**config.mk**
```make
export PLATFORM = sky130hd
export DESIGN_NAME = crank_wheel_gen
export DESIGN_NICKNAME = d
export VERILOG_FILES = /design/src/rtl/crank_pkg.sv /design/src/rtl/counter_compare.sv /design/src/rtl/d_ff_wide.sv /design/src/rtl/crank_wheel_gen.sv
export SDC_FILE = /design/constraint.sdc
export NUM_CORES = 1
export LEC_CHECK = 0
export CAP_MARGIN = 25
export CORE_MARGIN = 2
export CORE_UTILIZATION = 55
export CTS_CLUSTER_DIAMETER = 100
export DETAILED_ROUTE_END_ITERATION = 8
export HOLD_SLACK_MARGIN = 0.1
export PLACE_DENSITY_LB_ADDON = 0.25
export SYNTH_ARGS = -nofsm -noshare
export SYNTH_HDL_FRONTEND = slang
export SYNTH_HIERARCHICAL = 1
export SYNTH_SLANG_ARGS = --single-unit
```
**constraint.sdc**
```tcl
create_clock -name clk -period 16.5 [get_ports clk]
set_clock_uncertainty 0.05 [all_clocks]
set_input_delay 2.475 -clock clk [delete_from_list [all_inputs] [get_ports clk]]
set_output_delay 2.475 -clock clk [all_outputs]
set_load 0.01 [all_outputs]
```
**src/rtl/crank_pkg.sv**
```systemverilog
// crank_pkg: shared types and constants for the 60-2 crank wheel emulator
package crank_pkg;
  typedef enum logic [1:0] {IDLE, HIGH, LOW, GAP} crank_state_t;
  localparam int CRANK_PERIOD_MIN = 4;
  localparam int CRANK_TEETH_TOTAL = 60;
  localparam int CRANK_TEETH_MISSING = 2;
  localparam int CRANK_TOOTH_W = 6;
endpackage

```
**src/rtl/counter_compare.sv**
```systemverilog
// counter_compare: free-running up counter with sync clear and terminal compare
module counter_compare #(
  parameter int W = 8
) (
  input  logic         clk,
  input  logic         rst,
  input  logic         srst,
  input  logic         en,
  input  logic [W-1:0] dtop,
  output logic [W-1:0] cnt,
  output logic         hit
);
  // count up, clearing on srst so each phase starts at zero
  always_ff @(posedge clk or posedge rst)
    if (rst) cnt <= '0;
    else if (srst) cnt <= '0;
    else if (en) cnt <= cnt + 1'b1;
  assign hit = cnt == dtop;
endmodule

```
**src/rtl/d_ff_wide.sv**
```systemverilog
// d_ff_wide: enabled multi-bit register with async reset
module d_ff_wide #(
  parameter int W = 8
) (
  input  logic         clk,
  input  logic         rst,
  input  logic         en,
  input  logic [W-1:0] d,
  output logic [W-1:0] q
);
  // hold unless enabled
  always_ff @(posedge clk or posedge rst)
    if (rst) q <= '0;
    else if (en) q <= d;
endmodule

```
**src/rtl/crank_wheel_gen.sv**
```systemverilog
// crank_wheel_gen: 60-2 crank trigger-wheel emulator with shadowed tooth period
module crank_wheel_gen
  import crank_pkg::*;
#(
  parameter int PERIOD_WIDTH = 24,
  parameter int TEETH_TOTAL = CRANK_TEETH_TOTAL,
  parameter int TEETH_MISSING = CRANK_TEETH_MISSING
) (
  input  logic                     clk,
  input  logic                     rst,
  input  logic                     ena,
  input  logic [PERIOD_WIDTH-1:0]  period_in,
  input  logic                     period_load,
  output logic                     wheel_out,
  output logic                     gap_marker,
  output logic [CRANK_TOOTH_W-1:0] tooth_num,
  output logic                     running,
  output logic                     period_err
);
  localparam int CW = PERIOD_WIDTH + 1;
  crank_state_t state;
  logic [PERIOD_WIDTH-1:0] shadow_period, active_period;
  logic shadow_valid, load_ok, start, last_tooth, tooth_start, hit, half, srst;
  logic [CW-1:0] cnt, dtop, p_x, h_x;
  assign p_x = {1'b0, active_period};
  assign h_x = p_x >> 1;
  assign load_ok = period_load & (period_in >= PERIOD_WIDTH'(CRANK_PERIOD_MIN));
  assign last_tooth = tooth_num == CRANK_TOOTH_W'(TEETH_TOTAL - TEETH_MISSING - 1);
  assign start = (state == IDLE) & ena & shadow_valid;
  assign tooth_start = start | (hit & ena & (((state == LOW) & ~last_tooth) | (state == GAP)));
  assign half = (state == GAP) & (cnt == p_x - 1'b1);
  assign srst = (state == IDLE) | hit;
  // terminal count per phase; odd periods give the spare cycle to LOW
  always_comb
    dtop = state == HIGH ? h_x - 1'b1 :
           state == LOW  ? p_x - h_x - 1'b1 :
           state == GAP  ? (p_x << 1) - 1'b1 : '0;
  counter_compare #(.W(CW)) u_phase (
    .clk(clk), .rst(rst), .srst(srst), .en(1'b1), .dtop(dtop), .cnt(cnt), .hit(hit)
  );
  d_ff_wide #(.W(PERIOD_WIDTH)) u_shadow (
    .clk(clk), .rst(rst), .en(load_ok), .d(period_in), .q(shadow_period)
  );
  d_ff_wide #(.W(PERIOD_WIDTH)) u_active (
    .clk(clk), .rst(rst), .en(tooth_start), .d(shadow_period), .q(active_period)
  );
  // wheel sequencer; stop is honoured only at tooth boundaries
  always_ff @(posedge clk or posedge rst)
    if (rst) begin
      state <= IDLE;
      shadow_valid <= 1'b0;
      wheel_out <= 1'b0;
      gap_marker <= 1'b0;
      tooth_num <= '0;
      running <= 1'b0;
      period_err <= 1'b0;
    end else begin
      gap_marker <= 1'b0;
      period_err <= period_load & ~load_ok;
      if (load_ok) shadow_valid <= 1'b1;
      case (state)
        IDLE: if (start) begin
          state <= HIGH;
          wheel_out <= 1'b1;
          running <= 1'b1;
          gap_marker <= 1'b1;
          tooth_num <= '0;
        end
        HIGH: if (hit) begin
          state <= LOW;
          wheel_out <= 1'b0;
        end
        LOW: if (hit) begin
          if (!ena) begin
            state <= IDLE;
            running <= 1'b0;
          end else if (last_tooth) begin
            state <= GAP;
            tooth_num <= tooth_num + 1'b1;
          end else begin
            state <= HIGH;
            wheel_out <= 1'b1;
            tooth_num <= tooth_num + 1'b1;
          end
        end
        GAP: begin
          if (half) tooth_num <= tooth_num + 1'b1;
          if (hit) begin
            if (!ena) begin
              state <= IDLE;
              running <= 1'b0;
            end else begin
              state <= HIGH;
              wheel_out <= 1'b1;
              gap_marker <= 1'b1;
              tooth_num <= '0;
            end
          end
        end
        default: state <= IDLE;
      endcase
    end
endmodule

```
# Word level (Yosys, flattened, before mapping)
# Index checks and enable logic that the tools add are counted.
word_totals:
  ff_bits: 86
  output_inout_bits: 10
  inputBits: 28
op_classes:
  eq_ne: 15
  add_sub_neg: 7
  bitwise: 13
  muxes: 34
  order_cmp: 1
  n_reduce_logical: 8
op_table:
  columns: ["cell", "count"]
  rows:
  - ["two-way mux 25 bit", 4]
  - ["== test 25 bit", 2]
  - ["subtractor 25 x 1 -> 25 bit, second input constant", 2]
  - ["two-way mux 6 bit", 6]
  - ["adder 25 x 1 -> 25 bit, second input constant", 1]
  - ["subtractor 24 x 1 -> 25 bit, second input constant", 1]
  - ["subtractor 24 x 23 -> 25 bit", 1]
  - ["greater-or-equal comparator 24 x 3 -> 1 bit, second input constant", 1]
  - ["subtractor 23 x 1 -> 24 bit, second input constant", 1]
  - ["one-hot mux 6 bit (3 select lines)", 1]
  - ["!= test 2 bit, second input constant", 8]
  - ["two-way mux 1 bit", 13]
  - ["two-way mux 2 bit", 6]
  - ["AND reduction 4 bit", 3]
  - ["AND 1 bit", 8]
  - ["one-hot mux 2 bit (4 select lines)", 1]
  - ["AND reduction 7 bit", 1]
  - ["adder 6 x 1 -> 6 bit, second input constant", 1]
  - ["== test 6 bit, second input constant", 1]
  - ["== test 2 bit, second input constant", 2]
  - ["one-hot mux 1 bit (2 select lines)", 2]
  - ["one-hot mux 1 bit (4 select lines)", 1]
  - ["bitwise OR 1 bit", 3]
  - ["nonzero test 3 bit", 1]
  - ["6 further kinds", 7]

# Logic depth before layout (Yosys ltp)
# Gate-level depths: netlist (run 1).
depth:
  depth_word: 8
  mapped_depth: 25
  depth_no_buf: 24

# Hierarchy
# Netlist (run 1), hierarchy kept.
by_module_without_submodules:
  columns: ["mod", "area_per_inst_um2", "cells_per_inst", "n_inst"]
  rows:
  - ["crank_wheel_gen", 4246.6, 578, 1]
  - ["d_ff_wide", 1001.0, 52, 2]
  - ["counter_compare", 1612.8, 171, 1]

# Least setup slack after synthesis (run 1)
# No wires, ideal clock.
synth_timing:
  path_type: "register to register"
  start: "register u_active.q[1]"
  end: "register tooth_num[3]"
  slack_ps: 10354
  path_stages_with_launch: 25
  arrival_ps: 5965
  path_buffers: 0
  period_less_slack_ps: 6146
  required_ps: 16319
  setup_ps: 131
  path_cell_list: "dfrtp_1 -> inv_1 -> ha_1 -> fa_1 -> nor2b_1 -> o311ai_0 -> a21oi_1 -> nor3_1 -> o21bai_1 -> o21ai_0 -> or2_2 -> mux2i_1 -> o2bb2ai_1 -> xor2_1 -> nor4_1 -> nand4_1 -> nor4_1 -> a32o_1 -> a21oi_1 -> or4_2 -> or4_4 -> nor4_4 -> nor2b_1 -> o21ai_1 -> a22oi_1"
synth_via:
  elab_chain_cells: 7
  word_cells_on_any_way: 17
synth_rtl:
  columns: ["element", "line", "text"]
  rows:
  - ["start, declared", "d_ff_wide.sv:9", "output logic [W-1:0] q"]
  - ["start signal, assigned", "d_ff_wide.sv:13", "if (rst) q <= '0;"]
  - ["start signal, assigned", "d_ff_wide.sv:14", "else if (en) q <= d;"]
  - ["subtractor 24 x 23 -> 25 bit / subtractor 25 x 1 -> 25 bit (equally long branches)", "crank_wheel_gen.sv:36, crank_wheel_gen.sv:37", null]
  - ["subtractor 25 x 1 -> 25 bit / two-way mux 25 bit (equally long branches)", "crank_wheel_gen.sv:36, crank_wheel_gen.sv:37", null]
  - ["two-way mux 25 bit", "crank_wheel_gen.sv:36", "state == LOW ? p_x - h_x - 1'b1 :"]
  - ["two-way mux 25 bit (*)", "crank_wheel_gen.sv:35", "dtop = state == HIGH ? h_x - 1'b1 :"]
  - ["named net dtop[22]", "crank_wheel_gen.sv:24", "logic [CW-1:0] cnt, dtop, p_x, h_x;"]
  - ["== test 25 bit (*)", "counter_compare.sv:18", "assign hit = cnt == dtop;"]
  - ["named net hit", "crank_wheel_gen.sv:23", "logic shadow_valid, load_ok, start, last_tooth, tooth_start, hit, half, srst;"]
  - ["two-way mux 6 bit / != test 2 bit (equally long branches)", null, null]
  - ["one-hot mux 6 bit (3 select lines) / AND reduction 4 bit (equally long branches)", null, null]
  - ["end signal, assigned", "crank_wheel_gen.sv:79", "tooth_num <= tooth_num + 1'b1;"]
  - ["end signal, assigned", "crank_wheel_gen.sv:83", "tooth_num <= tooth_num + 1'b1;"]
  - ["end signal, assigned", "crank_wheel_gen.sv:87", "if (half) tooth_num <= tooth_num + 1'b1;"]
  - ["end, declared", "crank_wheel_gen.sv:16", "output logic [CRANK_TOOTH_W-1:0] tooth_num,"]
# Mark *: on every way through the listed nets, which the timed path passes. The rest lies on a longest branch.
# A chain may end at the register's enable or synchronous reset.

# Worst setup path in the final report (run 1)
# Same ends and word-level chain as after synthesis.

==> results of run 1 <==
## critical path: stages (launching register included)
cell and delay, ns:
dfrtp_1 0.47, inv_1 0.12, ha_1 0.23, fa_1 0.41
nor2b_1 0.17, o311ai_0 0.51, a21oi_1 0.21, nor3_1 0.35
o21bai_1 0.16, o21ai_0 0.35, or2_2 0.20, mux2i_1 0.18
o2bb2ai_1 0.10, xor2_1 0.14, nor4_1 0.33, nand4_1 0.14
nor4_1 0.81, a32o_1 0.30, a21oi_1 0.18, or4_2 0.70
or4_4 0.44, nor4_4 0.31, nor2b_1 0.17, o21ai_1 0.16
a22oi_1 0.09
## synth_stat cells, types with 12 or more instances
library cell / count / share of area (%)
xor2_1: 28 / 3.1
a221oi_1: 13 / 1.4
nor3_1: 21 / 1.3
dfrtp_1: 86 / 27
nand2_1: 54 / 2.6
nor2_1: 58 / 2.8
nor2b_1: 13 / 1.0
a21oi_1: 59 / 3.8
o31ai_1: 13 / 1.2
ha_1: 56 / 8.9
o21ai_0: 29 / 1.8
or4_1: 12 / 1.1
nor4_1: 16 / 1.3
inv_1: 61 / 2.9
nand3_1: 22 / 1.4
nand4_1: 19 / 1.5
xnor2_1: 84 / 9.4
clkbuf_1: 15 / 0.72
mux2_4: 40 / 7.6
## flip-flops by register name, summed over array words and instances (netlist names)
name / count
gap_marker: 1
period_err: 1
u_shadow/q: 24
running: 1
tooth_num: 6
shadow_valid: 1
state: 2
u_active/q: 24
wheel_out: 1
u_phase/cnt: 25
## final cells by class
class	instances	area (sq um)	share of cell area, %
Multi-Input combinational cell	675	5250	60.9
Tap cell	180	225	2.61
Clock inverter	4	55.1	0.638
Clock buffer	12	246	2.86
Timing Repair Buffer	44	455	5.28
Inverter	63	241	2.80
Sequential cell	86	2150	25.0
## final timing paths
kind | from | endpoint | slack [ns] | cells after the start
max in group asynchronous | rst | u_active/q[8] | 13.29 | 3
min reg2reg | u_shadow/q[6] | u_active/q[6] | 0.45 | 1
max reg2reg | u_active/q[1] | tooth_num[3] | 9.12 | 24
min in group asynchronous | rst | u_phase/cnt[19] | 2.34 | 2
min | u_shadow/q[6] | u_active/q[6] | 0.45 | 1
max | u_active/q[1] | tooth_num[3] | 9.12 | 24
## stage by stage
stage	power [mW]	cell area, sq um	hold slack [ns]	instances
final	0.543	8620	0.454	1064
after global routing	0.564	8620	0.475	1064
after CTS	0.543	8600	0.454	1063
after detailed placement	0.332	8290	0.441	1047
after global placement	0.331	8270	0.439	1046
after floorplan	0.304	7860	0.425	853
## kinds of logic (layout without fill, tap and decap cells)
group           Yosys count  in the layout
simple gates            267            267
compound gates          175            175
xor+xnor                121            121
buf+inv                  92            123
flops                    86             86
fa+ha+maj                57             57
mux                      54             54
other cells               1              1
## cells in the final DEF, fill, tap and decap left out, drive strengths merged, types with 8 or more instances in the layout
cell,instances
a211oi,8
a21oi,59
a221oi,13
a31oi,8
clkbuf,12
clkdlybuf4s50,37
dfrtp,86
ha,56
inv,62
mux2,50
nand2,54
nand2b,10
nand3,23
nand4,20
nor2,58
nor2b,13
nor3,22
nor4,17
o21ai,31
o31ai,13
or4,15
xnor2,85
xor2,28
## routing by layer
metal	track usage, %	vias up
met5	0	-
met4	10.9	0
met3	4.57	41
met2	46.1	217
met1	38.5	3114
li1	-	3103
## power groups by stage
stage | clock, mW | combinational (mW) | sequential (mW)
6_report | 0.212 | 0.0778 | 0.253
5_1_grt | 0.225 | 0.0847 | 0.255
4_1_cts | 0.214 | 0.0764 | 0.253
3_5_place_dp | 0 | 0.0755 | 0.257
3_3_place_gp | 0 | 0.0751 | 0.256
2_1_floorplan | 0 | 0.0556 | 0.248
==> results.cfg, run 1 <==
[synth]
yosysSeqAreaShare_pct = 27.4
synth_edf_count = 0
synthCells = 853
synth_ff_type = dfrtp_1
ys_types = 80
synth-compound-area-share_pct = 14.3
synth_simple_gate_area_share_pct = 18.4
synth_nets = 938
synthAdderAreaFrac_pct = 9.17
synth_top_family_by_area = simple AND/OR/NAND/NOR gates
ys_ff_latch = 86
synth_xor_xnor_area_share_pct = 15.0
synthArstFlopShare_pct = 100
synthMuxAreaShare_pct = 9.58
synthesis.area_sq_mm = 0.00786
ys_warn_count = 6
avgSynthCellArea_sq_um = 9.22

[global_routing]
grt_usage_pct = 28.6
gr-total-overflow = 0
grt_pass1_wl_um = 32900
antenna_found_initial = 0
grt_max_degree = 47
first_global_vias = 6086

[status]
status = finished clean

[routing]
wl_met2_um = 9540
drt_first_pass_iters = 5
met3WireLength_um = 1090
vias = 6475
first_iter_violations = 540
drc = 0
met1_length_um = 9400
postRouteAntennaNets = 0
highest_layer = met4
wire_per_inst_um = 19.5
wl_um = 20700
via_per_inst = 6.09

[cells_and_area]
fill_cells = 1220
syn_to_final_growth_pct = 9.69
num-nets-final = 964
drive_above_1_share_pct = 11.1
utilization_pct = 61.9
n_antenna_cell = 0

[place]
pre_cts_ws_ns = 9.23
portBuffers = 37
dp_hpwl_um = 15900
gp_congestion = 0.987

[die]
initial_utilization_pct = 56.4
coreArea_sq_mm = 0.0139
die_w_um = 124
io_pins = 38
dieArea_sq_mm = 0.0153
rows = 43
die-height_um = 124

[clocking]
clock_path_buffers = 2
tritoncts = built
htreeDepth = 3
cts_setup_buffers = 0
clock_sinks = 86
cts_hold_buffers = 0
numCtsBuffers = 9
clkSlewWorstSetupHoldPaths_ns = 0.07
worstSkewPairLatency_ns = 0.36
root_buffer = clkbuf_16
cts_resized = 0

[power]
swShare_pct = 28.2
p_sw_uw = 153
power.density_mw_per_mm2 = 63.0
p_int_uw = 390
ir_worst_vdd_v = 0.0000588
p_leak_nw = 3.71
clkPwrFrac_pct = 39.1
seq_power_share_pct = 46.6
pwr-share-comb_pct = 14.3

[critical_path]
crit_path_start_kind = register
crit_arrival_ns = 7.56
cp.required_ns = 16.68
cp-end-kind = register
crit_fanout = 7
path_class = reg -> reg

[timing]
period_share_pct = 44.7
fin_ws_ns = 9.12
rsz0062_at_grt = no
setup_viol = 0
hold_violations = 0
fin_tns_setup_ns = 0
relSlewSlack_pct = 34.5
fin_crit_ns = 7.38
fmax_mhz = 135
worst_pin_slew_ns = 0.980
slew_violations = 0

[worst_hold_path]
hold_class = reg -> reg

[run]
max_cap_violations = 0
(Power assumes the default switching activity.)
==> run 2: changes to the inputs <==
- clock period: 16.5 -> 7.4 ns (I/O delays scaled with it)
==> run 2 against run 1 <==
Effect of this change: sequential cell count unchanged; sequential power rose by 120%; clock power up 110%; setup slack worse by 8.5 ns; first-iteration DRC count fell by 11%; wire length rose by 0.48%; critical path type unchanged; final cell count is the same; die area unchanged; critical path depth increased by 1.
==> results.cfg, run 2 (same netlist as run 1, synthesis figures left out) <==
[die]
initial_utilization_pct = 56.4
coreArea_sq_mm = 0.0139
io_pins = 38
rows = 43
die_w_um = 124
dieArea_sq_mm = 0.0153
die-height_um = 124

[global_routing]
antenna_found_initial = 0
grt_max_degree = 49
gr-total-overflow = 0
first_global_vias = 6340
grt_pass1_wl_um = 33800
grt_usage_pct = 29.4

[critical_path]
cp.required_ns = 7.58
r2r-end = tooth_num[3]
cp-end-kind = register
r2r_cells = 25
rr_startpoint = u_active/q[1]
crit_arrival_ns = 6.91
crit_path_start_kind = register
worst_path_max_delay_cell = or4_2
reg2reg_slack_ns = 0.66
cp_slowest_stage_delay_ns = 0.70
path_class = reg -> reg
crit_fanout = 7

[timing]
setup_viol = 0
hold_violations = 0
fin_tns_setup_ns = 0
whs_ns = 0.452
fmax_mhz = 148
slew_violations = 0
fin_crit_ns = 6.74
period_share_pct = 91.0
relSlewSlack_pct = 34.4
worst_pin_slew_ns = 0.982
rsz0062_at_grt = no

[clocking]
htreeDepth = 3
cts_hold_buffers = 0
root_buffer = clkbuf_16
worstSkewPairLatency_ns = 0.36
numCtsBuffers = 9
clock_path_buffers = 2
tritoncts = built
cts_setup_buffers = 0
clkSlewWorstSetupHoldPaths_ns = 0.06
cts_resized = 0
clock_sinks = 86

[routing]
drt_first_pass_iters = 6
postRouteAntennaNets = 0
drc = 0
vias = 6522
via_per_inst = 6.13
wire_per_inst_um = 19.6
wl_um = 20800
first_iter_violations = 480

[cells_and_area]
fill_cells = 1216
final_common_cell = dfrtp_1
largest_reg_flops = 25
num-nets-final = 965
n_antenna_cell = 0
register_area_sq_mm = 0.00215
top_regs = u_phase/cnt (25), u_active/q (24), u_shadow/q (24)
drive_above_1_share_pct = 11.3
syn_to_final_growth_pct = 9.14
layout_common_cells = dfrtp_1, xnor2_1, inv_1
multi_input_area_sq_mm = 0.00525
registers.top_by_ff_count = u_phase/cnt

[power]
power.density_mw_per_mm2 = 137
total_power_mw = 1.18
ir_worst_vdd_v = 0.000101
p_leak_nw = 3.69

[run]
max_cap_violations = 0

[worst_hold_path]
hold_end = u_active/q[8]
hold_path.startpoint = u_shadow/q[8]
hold_class = reg -> reg
min_path_cells = 1

[status]
status = finished clean

[place]
dp_hpwl_um = 16200
gp_congestion = 1.00
portBuffers = 37
[run 2: stage by stage]
| stage | std cells | setup slack [ns] | instance area [sq um] | util, % |
|---|---|---|---|---|
| global route | 1064 | 0.105 | 8580 | 61.6 |
| global placement | 1049 | 0.770 | 8300 | 59.5 |
| floorplan | 853 | 1.25 | 7860 | - |
| detailed placement | 1049 | 0.616 | 8300 | 59.5 |
| CTS | 1064 | 0.596 | 8580 | 61.6 |
| finish | 1064 | 0.665 | 8580 | 61.6 |
[run 2: worst max-delay path by stage]
stage / from / slack (ns) / endpoint / cells past startpoint
after floorplan: u_active/q[1] / 1.25 / tooth_num[3] / 24
after global placement: u_active/q[1] / 0.77 / tooth_num[3] / 25
after detailed placement: u_active/q[1] / 0.62 / tooth_num[3] / 25
after CTS: u_active/q[1] / 0.60 / tooth_num[3] / 25
after global routing: u_active/q[7] / 0.10 / tooth_num[3] / 24
final: u_active/q[1] / 0.66 / tooth_num[3] / 25
[run 2: cell type report]
| cell class | instances | share of cell area, % |
|---|---|---|
| multi-input cells | 675 | 61.2 |
| flip-flops and latches | 86 | 25.1 |
| repair buffers | 45 | 5.02 |
| clock buffers | 11 | 2.95 |
| inverters | 63 | 2.81 |
| well taps | 180 | 2.63 |
| clock inverters | 4 | 0.350 |
[run 2: worst max-delay path, delay by kind of cell, from the launching register on]
kind	cells	cell delay, ns
fa+ha+maj	2	0.63
xor+xnor	1	0.15
flops	1	0.46
mux	1	0.18
simple gates	10	3.11
buf+inv	2	0.31
compound gates	9	1.73
[run 2: per-layer routing]
layer,up-vias,GRT usage (%),part of all wire (%)
met2,266,47.3,47
li1,3103,-,-
met1,3098,38.1,43
met4,0,12.6,3.7
met3,55,6.23,6.6
met5,-,0,0
[run 2: power breakdown]
part	switching [mW]	internal [mW]	total [mW]
logic	0.0843	0.0919	0.176
registers	0.0600	0.504	0.564
clock network	0.195	0.245	0.440
==> run 3: changes to the inputs <==
- CORE_UTILIZATION: 55 -> 60
==> run 3 against run 2 <==
Effect of this change: clock power rose by 7.3%; via count rose by 3.1%; combinational power barely moved; non-clock buffer count fell by 1; sequential cell count did not move; sequential power barely moved; core utilization rose by 6.2 points; largest cell class unchanged; largest power group unchanged.
==> results.cfg, run 3 (same netlist as run 1, synthesis figures left out) <==
[routing]
via_per_inst = 6.37
first_iter_violations = 696
drt_first_pass_iters = 7
vias = 6727
drc = 0
postRouteAntennaNets = 0
wl_um = 21900
wire_per_inst_um = 20.8

[status]
status = finished clean

[cells_and_area]
layout_common_cells = dfrtp_1, xnor2_1, inv_1
final_area_sq_mm = 0.00862
top_regs = u_phase/cnt (25), u_active/q (24), u_shadow/q (24)
num-nets-final = 964
largest_reg_flops = 25
final_common_cell = dfrtp_1
syn_to_final_growth_pct = 9.65
registers.top_by_ff_count = u_phase/cnt
n_antenna_cell = 0
drive_above_1_share_pct = 11.4

[timing]
fin_crit_ns = 6.94
setup_viol = 0
relSlewSlack_pct = 39.4
fin_tns_setup_ns = 0
period_share_pct = 93.8
worst_pin_slew_ns = 0.908
rsz0062_at_grt = no
hold_violations = 0
fmax_mhz = 144
slew_violations = 0

[critical_path]
crit_fanout = 7
crit_arrival_ns = 7.12
path_delay_family = simple AND/OR/NAND/NOR gates
worst_path_max_delay_cell = or4_2
path_class = reg -> reg
crit_path_start_kind = register
cp.required_ns = 7.57
cp-end-kind = register
cp_slowest_stage_delay_ns = 0.70
cp.buffers_inverters = 2

[power]
seq_power_share_pct = 46.4
clkPwrFrac_pct = 39.0
p_leak_nw = 3.70
p_sw_uw = 348
swShare_pct = 28.7
p_int_uw = 862
ir_worst_vdd_v = 0.000146
pwr-share-comb_pct = 14.5
power.density_mw_per_mm2 = 140

[clocking]
htreeDepth = 3
worstSkewPairLatency_ns = 0.35
clkSlewWorstSetupHoldPaths_ns = 0.07
numCtsBuffers = 9
root_buffer = clkbuf_16
tritoncts = built
cts_setup_buffers = 0
clock_sinks = 86
clock_path_buffers = 2

[die]
io_pins = 38
dieArea_sq_mm = 0.0140
initial_utilization_pct = 61.8
rows = 41
coreArea_sq_mm = 0.0127
die-height_um = 118
die_w_um = 118

[place]
portBuffers = 37
placed_cell_area_sq_mm = 0.00826
gp_congestion = 1.10
dp_hpwl_um = 17200

[run]
max_cap_violations = 0

[global_routing]
antenna_found_initial = 0
grt_pass1_wl_um = 35700
gr-total-overflow = 0
first_global_vias = 6510
grt_usage_pct = 32.3
grt_max_degree = 49

[worst_hold_path]
hold_class = reg -> reg
run 3: per-layer routing:
layer,up-vias,global-route usage (%),wire (um)
met5,-,0,0
met4,0,13.4,733
met3,51,4.97,1470
met2,337,52.1,10300
met1,3241,43.3,9450
li1,3098,-,-
run 3: worst paths after layout:
check | start | endpoint | slack [ns] | depth (start not counted)
min in group asynchronous | rst | u_phase/cnt[2] | 1.16 | 2
worst max-delay path | u_active/q[1] | tooth_num[3] | 0.46 | 25
max in group asynchronous | rst | u_shadow/q[23] | 5.34 | 2
worst max register to register | u_active/q[1] | tooth_num[3] | 0.46 | 25
worst min-delay path | u_shadow/q[6] | u_active/q[6] | 0.46 | 1
worst min register to register | u_shadow/q[6] | u_active/q[6] | 0.46 | 1
run 3: metrics by stage:
step	hold WS [ns]	utilization [%]	setup slack (ns)	power, mW	instances
floorplan	0.425	-	1.25	0.677	853
global placement	0.438	64.9	0.611	0.734	1037
detailed placement	0.441	64.9	0.434	0.742	1038
CTS	0.456	67.3	0.426	1.21	1054
global route	0.469	67.8	0.0108	1.26	1056
finish	0.457	67.8	0.457	1.21	1056
run 3: worst reg2reg max path, stage by stage, from the launching register on:
cell	delay, ns
dfrtp_1	0.46
inv_1	0.12
ha_1	0.23
fa_1	0.41
nor2b_1	0.17
o311ai_1	0.38
a21oi_1	0.17
nor3_1	0.35
o21bai_1	0.19
o21ai_0	0.29
or2_2	0.19
mux2i_1	0.18
o2bb2ai_1	0.10
xor2_1	0.14
nor4_1	0.28
nand4_1	0.13
nor4_1	0.47
buf_4	0.23
a32o_1	0.19
a21oi_1	0.18
or4_2	0.70
or4_4	0.44
nor4_4	0.32
nor2b_1	0.18
o21ai_1	0.16
a22oi_1	0.09
run 3: final cells by class:
class | instances | area [sq um]
clock buffers | 9 | 225
clock inverters | 7 | 81.3
fillers | 1082 | 4100
inverters | 63 | 241
multi-input cells | 675 | 5250
flip-flops and latches | 86 | 2150
well taps | 172 | 215
repair buffers | 44 | 455
run 3: timing repair:
item | CTS | global route
hold buffers | 0 | 0
setup endpoints to repair | 0 | 6
resized for setup | 0 | 2
run 3: power by group through the flow:
| stage | logic (mW) | registers, mW | clock network, mW |
|---|---|---|---|
| 6_report | 0.176 | 0.562 | 0.472 |
| 2_1_floorplan | 0.124 | 0.553 | 0 |
| 3_3_place_gp | 0.167 | 0.568 | 0 |
| 5_1_grt | 0.190 | 0.566 | 0.500 |
| 4_1_cts | 0.173 | 0.562 | 0.478 |
| 3_5_place_dp | 0.171 | 0.571 | 0 |
